==> src/rtl/gram_accumulator.sv <==
// Streaming Gram-matrix engine: accumulates XtX (upper triangle, mirrored) and XtY over N_SAMPLES rows.
// Optional implicit bias column 0 is enabled by defining GRAM_ACCUMULATOR_BIAS_COL_EN.
module gram_accumulator #(
  parameter int N_SAMPLES = 200,
  parameter int N_FEAT    = 10,
  parameter int DATA_W    = 16,
  parameter int FRAC_BITS = 0,
  parameter int ACC_W     = 48,
  parameter int X_AW      = 12,
  parameter int Y_AW      = 8,
  parameter int R_AW      = 8
) (
  input  logic                     clk,
  input  logic                     reset,
  input  logic                     start,
  output logic                     busy,
  output logic                     done,
  output logic [X_AW-1:0]          xa_addr,
  input  logic signed [DATA_W-1:0] xa_data,
  output logic [X_AW-1:0]          xb_addr,
  input  logic signed [DATA_W-1:0] xb_data,
  output logic [Y_AW-1:0]          y_addr,
  input  logic signed [DATA_W-1:0] y_data,
  output logic                     res_we,
  output logic [R_AW-1:0]          res_addr,
  output logic signed [ACC_W-1:0]  res_data
);

`ifdef GRAM_ACCUMULATOR_BIAS_COL_EN
  localparam bit BIAS_EN = 1'b1;
`else
  localparam bit BIAS_EN = 1'b0;
`endif

  localparam int C = BIAS_EN ? N_FEAT + 1 : N_FEAT;
  localparam logic signed [DATA_W-1:0] BIAS_VAL = DATA_W'(1 << FRAC_BITS);
  localparam int PW = 2 * DATA_W;

  typedef enum logic [2:0] {IDLE, SETUP, STREAM, DRAIN, WRITE, MIRROR, DONE} state_t;

  state_t            state;
  logic [R_AW-1:0]   r;
  logic [R_AW-1:0]   c;
  logic              is_y;
  logic [Y_AW-1:0]   k;
  logic [X_AW-1:0]   base;
  logic              drain_cnt;

  logic                    vld_p1;
  logic                    vld_p2;
  logic signed [PW-1:0]    prod_p2;
  logic signed [ACC_W-1:0] acc;
  logic signed [ACC_W-1:0] acc_next;
  logic signed [DATA_W-1:0] a_op;
  logic signed [DATA_W-1:0] b_op;

  logic            last_job;
  logic [R_AW-1:0] nr;
  logic [R_AW-1:0] nc;
  logic            ny;
  logic [X_AW-1:0] base_nxt;

  // Physical X address of logical column col for the row starting at row_base.
  function automatic logic [X_AW-1:0] col_addr(input logic [X_AW-1:0] row_base,
                                               input logic [R_AW-1:0] col);
    if (BIAS_EN && col == '0) return '0;
    if (BIAS_EN) return row_base + X_AW'(col) - X_AW'(1);
    return row_base + X_AW'(col);
  endfunction

  function automatic logic [R_AW-1:0] tri_addr(input logic [R_AW-1:0] row,
                                               input logic [R_AW-1:0] col);
    return row * R_AW'(C) + col;
  endfunction

  // Product brought to accumulator width; truncates when ACC_W is narrower.
  function automatic logic signed [ACC_W-1:0] fit_prod(input logic signed [PW-1:0] p);
    return ACC_W'(p);
  endfunction

  function automatic logic signed [ACC_W-1:0] wrap_add(input logic signed [ACC_W-1:0] a,
                                                       input logic signed [ACC_W-1:0] b);
    return a + b;
  endfunction

  assign base_nxt = base + X_AW'(N_FEAT);

  // Next job in upper-triangle order, XtY[r] closing each row.
  always_comb begin
    last_job = 1'b0;
    nr       = r;
    nc       = c;
    ny       = is_y;
    if (is_y) begin
      if (r == R_AW'(C - 1)) begin
        last_job = 1'b1;
      end else begin
        nr = r + R_AW'(1);
        nc = r + R_AW'(1);
        ny = 1'b0;
      end
    end else if (c == R_AW'(C - 1)) begin
      ny = 1'b1;
    end else begin
      nc = c + R_AW'(1);
    end
  end

  // p1: memory data valid, operand select (r/c stay fixed until WRITE)
  always_comb begin
    a_op = (BIAS_EN && r == '0) ? BIAS_VAL : xa_data;
    if (is_y)                    b_op = y_data;
    else if (BIAS_EN && c == '0) b_op = BIAS_VAL;
    else                         b_op = xb_data;
  end

  assign acc_next = vld_p2 ? wrap_add(acc, fit_prod(prod_p2)) : acc;

  always_ff @(posedge clk or posedge reset) begin
    if (reset) begin
      vld_p1 <= 1'b0;
      vld_p2 <= 1'b0;
    end else begin
      vld_p1 <= (state == STREAM);
      vld_p2 <= vld_p1;
    end
  end

  // p2: registered product
  always_ff @(posedge clk) begin
    prod_p2 <= PW'(a_op) * PW'(b_op);
  end

  always_ff @(posedge clk or posedge reset) begin
    if (reset)               acc <= '0;
    else if (state == SETUP) acc <= '0;
    else                     acc <= acc_next;
  end

  always_ff @(posedge clk or posedge reset) begin
    if (reset) begin
      state     <= IDLE;
      busy      <= 1'b0;
      done      <= 1'b0;
      xa_addr   <= '0;
      xb_addr   <= '0;
      y_addr    <= '0;
      res_we    <= 1'b0;
      res_addr  <= '0;
      res_data  <= '0;
      r         <= '0;
      c         <= '0;
      is_y      <= 1'b0;
      k         <= '0;
      base      <= '0;
      drain_cnt <= 1'b0;
    end else begin
      case (state)
        IDLE: begin
          res_we <= 1'b0;
          done   <= 1'b0;
          if (start) begin
            state <= SETUP;
            busy  <= 1'b1;
            r     <= '0;
            c     <= '0;
            is_y  <= 1'b0;
          end
        end
        SETUP: begin
          k       <= '0;
          base    <= '0;
          xa_addr <= col_addr('0, r);
          if (is_y) y_addr  <= '0;
          else      xb_addr <= col_addr('0, c);
          state   <= STREAM;
        end
        STREAM: begin
          if (k == Y_AW'(N_SAMPLES - 1)) begin
            state     <= DRAIN;
            drain_cnt <= 1'b0;
          end else begin
            k       <= k + Y_AW'(1);
            base    <= base_nxt;
            xa_addr <= col_addr(base_nxt, r);
            if (is_y) y_addr  <= k + Y_AW'(1);
            else      xb_addr <= col_addr(base_nxt, c);
          end
        end
        DRAIN: begin
          if (drain_cnt) begin
            state    <= WRITE;
            res_we   <= 1'b1;
            res_addr <= is_y ? R_AW'(C * C) + r : tri_addr(r, c);
            res_data <= acc_next;
          end else begin
            drain_cnt <= 1'b1;
          end
        end
        WRITE, MIRROR: begin
          if (state == WRITE && !is_y && r != c) begin
            state    <= MIRROR;
            res_addr <= tri_addr(c, r);
          end else begin
            res_we <= 1'b0;
            r      <= nr;
            c      <= nc;
            is_y   <= ny;
            if (last_job) begin
              state <= DONE;
              busy  <= 1'b0;
              done  <= 1'b1;
            end else begin
              state <= SETUP;
            end
          end
        end
        DONE: begin
          done  <= 1'b0;
          state <= IDLE;
        end
        default: state <= IDLE;
      endcase
    end
  end

endmodule

==> config.mk <==
export PLATFORM = sky130hd
export DESIGN_NAME = gram_accumulator
export DESIGN_NICKNAME = d
export VERILOG_FILES = /design/src/rtl/gram_accumulator.sv
export SDC_FILE = /design/constraint.sdc
export NUM_CORES = 1
export LEC_CHECK = 0
export CAP_MARGIN = 20
export CELL_PAD_IN_SITES_DETAIL_PLACEMENT = 2
export CELL_PAD_IN_SITES_GLOBAL_PLACEMENT = 2
export CORE_ASPECT_RATIO = 0.5
export CORE_MARGIN = 2
export CORE_UTILIZATION = 39
export DETAILED_ROUTE_END_ITERATION = 8
export GPL_ROUTABILITY_DRIVEN = 0
export PLACE_DENSITY_LB_ADDON = 0.12
export SYNTH_ARGS = -nofsm -noshare
export SYNTH_HDL_FRONTEND = slang
export SYNTH_SLANG_ARGS = --single-unit
export TNS_END_PERCENT = 1
==> constraint.sdc <==
create_clock -name clk -period 9.3 [get_ports clk]
set_input_delay 2.79 -clock clk [delete_from_list [all_inputs] [get_ports clk]]
set_output_delay 2.79 -clock clk [all_outputs]
set_load 0.02 [all_outputs]
== After elaboration in Yosys (flattened, before gate mapping) ==
Index checks and enable logic that the tools add are counted.
Word-level totals
  register bits: 214
  input bits: 51
  output and inout port bits: 91
  word-level logic and storage cells: 137
Cells by class
  $add $sub $neg: 10
  multipliers: 3
  equal/unequal tests: 25
  muxes and demuxes: 55
  reductions and logical operators: 25
Operator list (count)
  $mux W8: 14
  $mux W48: 2
  $pmux W8 S2: 5
  $pmux W12 S2: 3
  $mux W12: 5
  $add A48 B32 Y48: 1
  $mul A16 B16 Y32: 1
  $add A12 B8 Y12: 2
  $add A8 B1 Y8 const B: 3
  $ne A2 B2 Y1 const B: 12
  $add A8 B8 Y8: 2
  $eq A8 B4 Y1 const B: 2
  $mul A8 B3 Y7 const B: 2
  $mux W16: 1
  $mux W3: 5
  $pmux W3 S5: 1
  $reduce_and A3 Y1: 5
  $mux W1: 14
  $add A12 B4 Y12 const B: 1
  $reduce_and A4 Y1: 3
  $reduce_and A5 Y1: 2
  $reduce_bool A2 Y1: 5
  $eq A3 B3 Y1 const B: 3
  $add A7 B8 Y8 const A: 1
  14 further kinds: 23

== Logic depth before layout (Yosys ltp) ==
  word-level depth: 6
  mapped depth: 28
  gate-level depth less buffers: 25

== Least setup slack after synthesis ==
No wires, ideal clock.
  path kind: input-to-reg
  from: in y_data[4]
  to: reg prod_p2[31]
  library setup time: 0.121 ns
  data arrival time: 8.884 ns
  required time: 9.179 ns
  path slack: 0.296 ns
  stages: 24
  buffers on the path: 1
  cell sequence: mux2i_1 -> clkbuf_1 -> nor2b_1 -> fa_1 -> inv_1 -> fa_1 -> fa_1 -> inv_1 -> fa_1 -> fa_1 -> inv_1 -> fa_1 -> inv_1 -> ha_1 -> a21o_1 -> a21o_1 -> a221o_1 -> a311o_2 -> a21oi_4 -> nor3_2 -> o41a_1 -> o21a_1 -> nor2_2 -> xnor2_1
On the way
  longest elaborated chain between the ends: 2
Ends and longest elaborated chain
  start: declaration: line 23  | input logic signed [DATA_W-1:0] y_data,
  $mux W16: line 112  | if (is_y) b_op = y_data;
  $mul A16 B16 Y32: line 131  | prod_p2 <= PW'(a_op) * PW'(b_op);
  end signal: assignment: line 131
  end: declaration: line 51  | logic signed [PW-1:0] prod_p2;
No other way between the ends.
A chain may end at the register's enable or synchronous reset.

== Worst setup path after layout ==
Ends and elaborated chain as after synthesis.

==> metrics.md <==
| Metric | Value |
|---|---|
| Clock Skew | `0.0127 ns` |
| Post-CTS sizing | `0` |
| Worst Hold End | `vld_p2$_DFF_PP0_` |
| Setup crit start kind | `primary input` |
| Prevailing post-synth register cell | `dfrtp_1` |
| Yosys reg bits | `213` |
| Layout Nets | `3,154` |
| Hold Crit Depth | `0` |
| EDFF count, synth | `0` |
| Reg2reg end | `prod_p2[31]$_DFF_P_` |
| Final WS setup | `0.365 ns` |
| Fraction of layout cells with a size suffix above 1 | `0.0661` |
| Area Overhead vs Synth | `16.2%` |
| Flip-flop and latch area | `0.00517 mm²` |
| Largest area contributor in the synthesized netlist | `fa_1` |
| Max-Cap Viols | `0` |
| Die W | `344 µm` |
| Clock root buffer | `clkbuf_16` |
| Setup WS pre-CTS | `-0.197 ns` |
| CTS Buffer Depth | `3` |
| Crit-path leading delay family | `adder cells` |
| GR Overflow Total | `0` |
| Synth cell types | `74` |
| Share of the synthesized area in the top cell type | `0.237` |
| Starting density of the core | `0.393` |
| Average cell area after synthesis | `9.02 µm²` |
| Multi-input gate area | `0.0157 mm²` |
| Placed cell areas | `0.0253 mm²` |
| Row cnt | `62` |
| Worst Hold Launch | `vld_p1$_DFF_PP0_` |
| Drt wl/cell | `20.9 µm` |
| Detailed Place HPWL | `57,400 µm` |
| Hold Path Class | `reg2reg` |
| Clock Latency Late Sink | `0.55 ns` |
| Rel. slew slack | `0.384` |
| Pins over their slew limit | `0` |
| Async S/R FF share, synth | `0.850` |
| Total CTS buffers | `26` |
| Commonest non-fill, non-tap cell in the layout | `inv_1` |
| Seq/Total Area, Yosys | `0.230` |
| Mapped Cells | `2,498` |
| Worst-margin pin slew | `0.923 ns` |
| Clock sink count | `213` |
| First-pass GRT wire length | `117,000 µm` |
| Status | `finished, final reports clean` |
| CTS tree | `yes` |
| All-layer global routing usage | `0.245` |
| Synth area leaders | `fa_1 24%, dfrtp_1 20%, ha_1 9.8%` |
| Core Area | `0.0572 mm²` |
| Number of inserted diodes | `0` |
| Worst hold slack | `0.359 ns` |
| CP most frequent cell | `fa_1` |
| DR vias/cell | `5.27` |
| Residual DRC count | `0` |
| Initial antenna violation count | `0` |
| Most frequent cells in the layout | `334 x inv_1, 285 x nand2_1, 267 x fa_1, 179 x dfrtp_1, 177 x ha_1` |
| Vias | `18,175` |
| CTS HTree Levels | `1` |
| Worst EP required | `9.78 ns` |
| Tmin final | `8.94 ns` |
| Drt pass-1 iters | `5` |
| Crit path largest cell delay | `0.54 ns` |
| Vias in the first global route | `21,120` |
| Largest net degree at the start of global routing | `107` |
| Critical path fanouts, max | `11` |
| Ys Warns | `0` |
| R2R cell count | `24` |
| Max frequency | `0.112 GHz` |
| Reg-to-Reg Start | `is_y$_DFFE_PP0P_` |
| Fillers | `6,251` |
| Hold-fix buffers, CTS | `0` |
| Routed wire length | `72,100 µm` |
| Reg2reg setup slack | `1.89 ns` |
| Die area | `0.0598 mm²` |
| Setup Buffers After CTS | `0` |
| Final hold vios | `0` |
| Setup Viol. Count Final | `0` |
| PortBufs | `141` |
| RSZ-0062 raised after global routing | `false` |
| CP arrival | `9.41 ns` |
| CP max-delay cell | `fa_1` |
| Worst Path Buf+Inv | `6` |
| Antenna Nets Post-Route | `0` |
| Post-route cell area | `0.0262 mm²` |
| Net Count, Synth | `2,993` |
| Crit. End Element | `register` |
| CTS clk-pin slew, worst paths | `0.06 ns` |
| Crit Path Class | `in2reg` |
| DRT iter0 DRCs | `636` |
| Synth Cell Area | `0.0225 mm²` |
| Period utilization | `0.961` |
| Die height | `174 µm` |
| IO Count | `142` |
[synthesized netlist by cell type (8+ instances only)]
cell type and n:
o21a_1 11, o21ai_0 79, nand3_1 50, o21ai_1 51, a21oi_1 147, fa_1 267, xor2_1 36, a21o_1 42
nand2b_1 22, nor2_1 155, mux2_2 11, or2_2 8, a211oi_1 11, and3_1 16, nor3_1 20, dfxtp_1 32
nand4_1 17, xnor2_1 110, mux2i_1 48, and2_1 59, ha_1 177, a31oi_1 14, nor2b_1 86, nand2_1 285
o22ai_1 9, inv_1 335, o21bai_1 25, clkbuf_1 102, o31ai_1 13, dfrtp_1 181
[logic make-up after synthesis]
group	Yosys count	synth area share
and+or+nand+nor	730	0.151
AOI/OAI and AO/OA	461	0.126
buffers and inverters	445	0.0743
adders and majority gates	444	0.336
DFF	213	0.230
xor gates and xnor gates	146	0.0568
muxes	59	0.0268
[worst max-delay path by stage]
stage	startpoint	to	slack, ns	cells past startpoint
floorplan	y_data[4]	prod_p2[31]$_DFF_P_	0.30	24
global placement	y_data[4]	prod_p2[31]$_DFF_P_	0.01	25
detailed placement	xa_data[9]	prod_p2[31]$_DFF_P_	-0.20	24
CTS	y_data[4]	prod_p2[31]$_DFF_P_	0.37	25
global route	xa_data[9]	prod_p2[31]$_DFF_P_	0.13	24
finish	y_data[4]	prod_p2[31]$_DFF_P_	0.36	25
[metrics by stage]
stage               instances   util  TNS, ns
floorplan                2498      -        0
global placement         3397  0.441        0
detailed placement       3397  0.441   -0.278
CTS                      3445  0.456        0
global route             3447  0.457        0
finish                   3447  0.457        0
[flip-flops by register name, summed over array words and instances (netlist names)]
name and count:
acc 48, base 11, busy 1, c 8
done 1, drain_cnt 1, is_y 1, k 8
prod_p2 32, r 8, res_addr 8, res_data 48
res_we 1, state 3, vld_p1 1, vld_p2 1
xa_addr 12, xb_addr 12, y_addr 8
[metal layers]
metal	vias to the layer above	track usage	share of wire	wire length (µm)
li1	8402	-	-	-
met2	222	0.440	0.50	36400
met4	0	0.0589	0.025	1770
met5	-	0	0	0
met3	93	0.0230	0.022	1590
met1	9458	0.318	0.45	32300
[area by class of cell]
type	instances	area share
multi-input combinational	1840	0.600
sequential	213	0.198
timing repair buffer	242	0.0844
inverter	336	0.0485
tap	768	0.0367
clock buffer	44	0.0319
clock inverter	4	0.000908
Power is left out: the tool's default activity adds up to more than one toggle a clock period on the data nets, which glitch-free logic cannot reach.
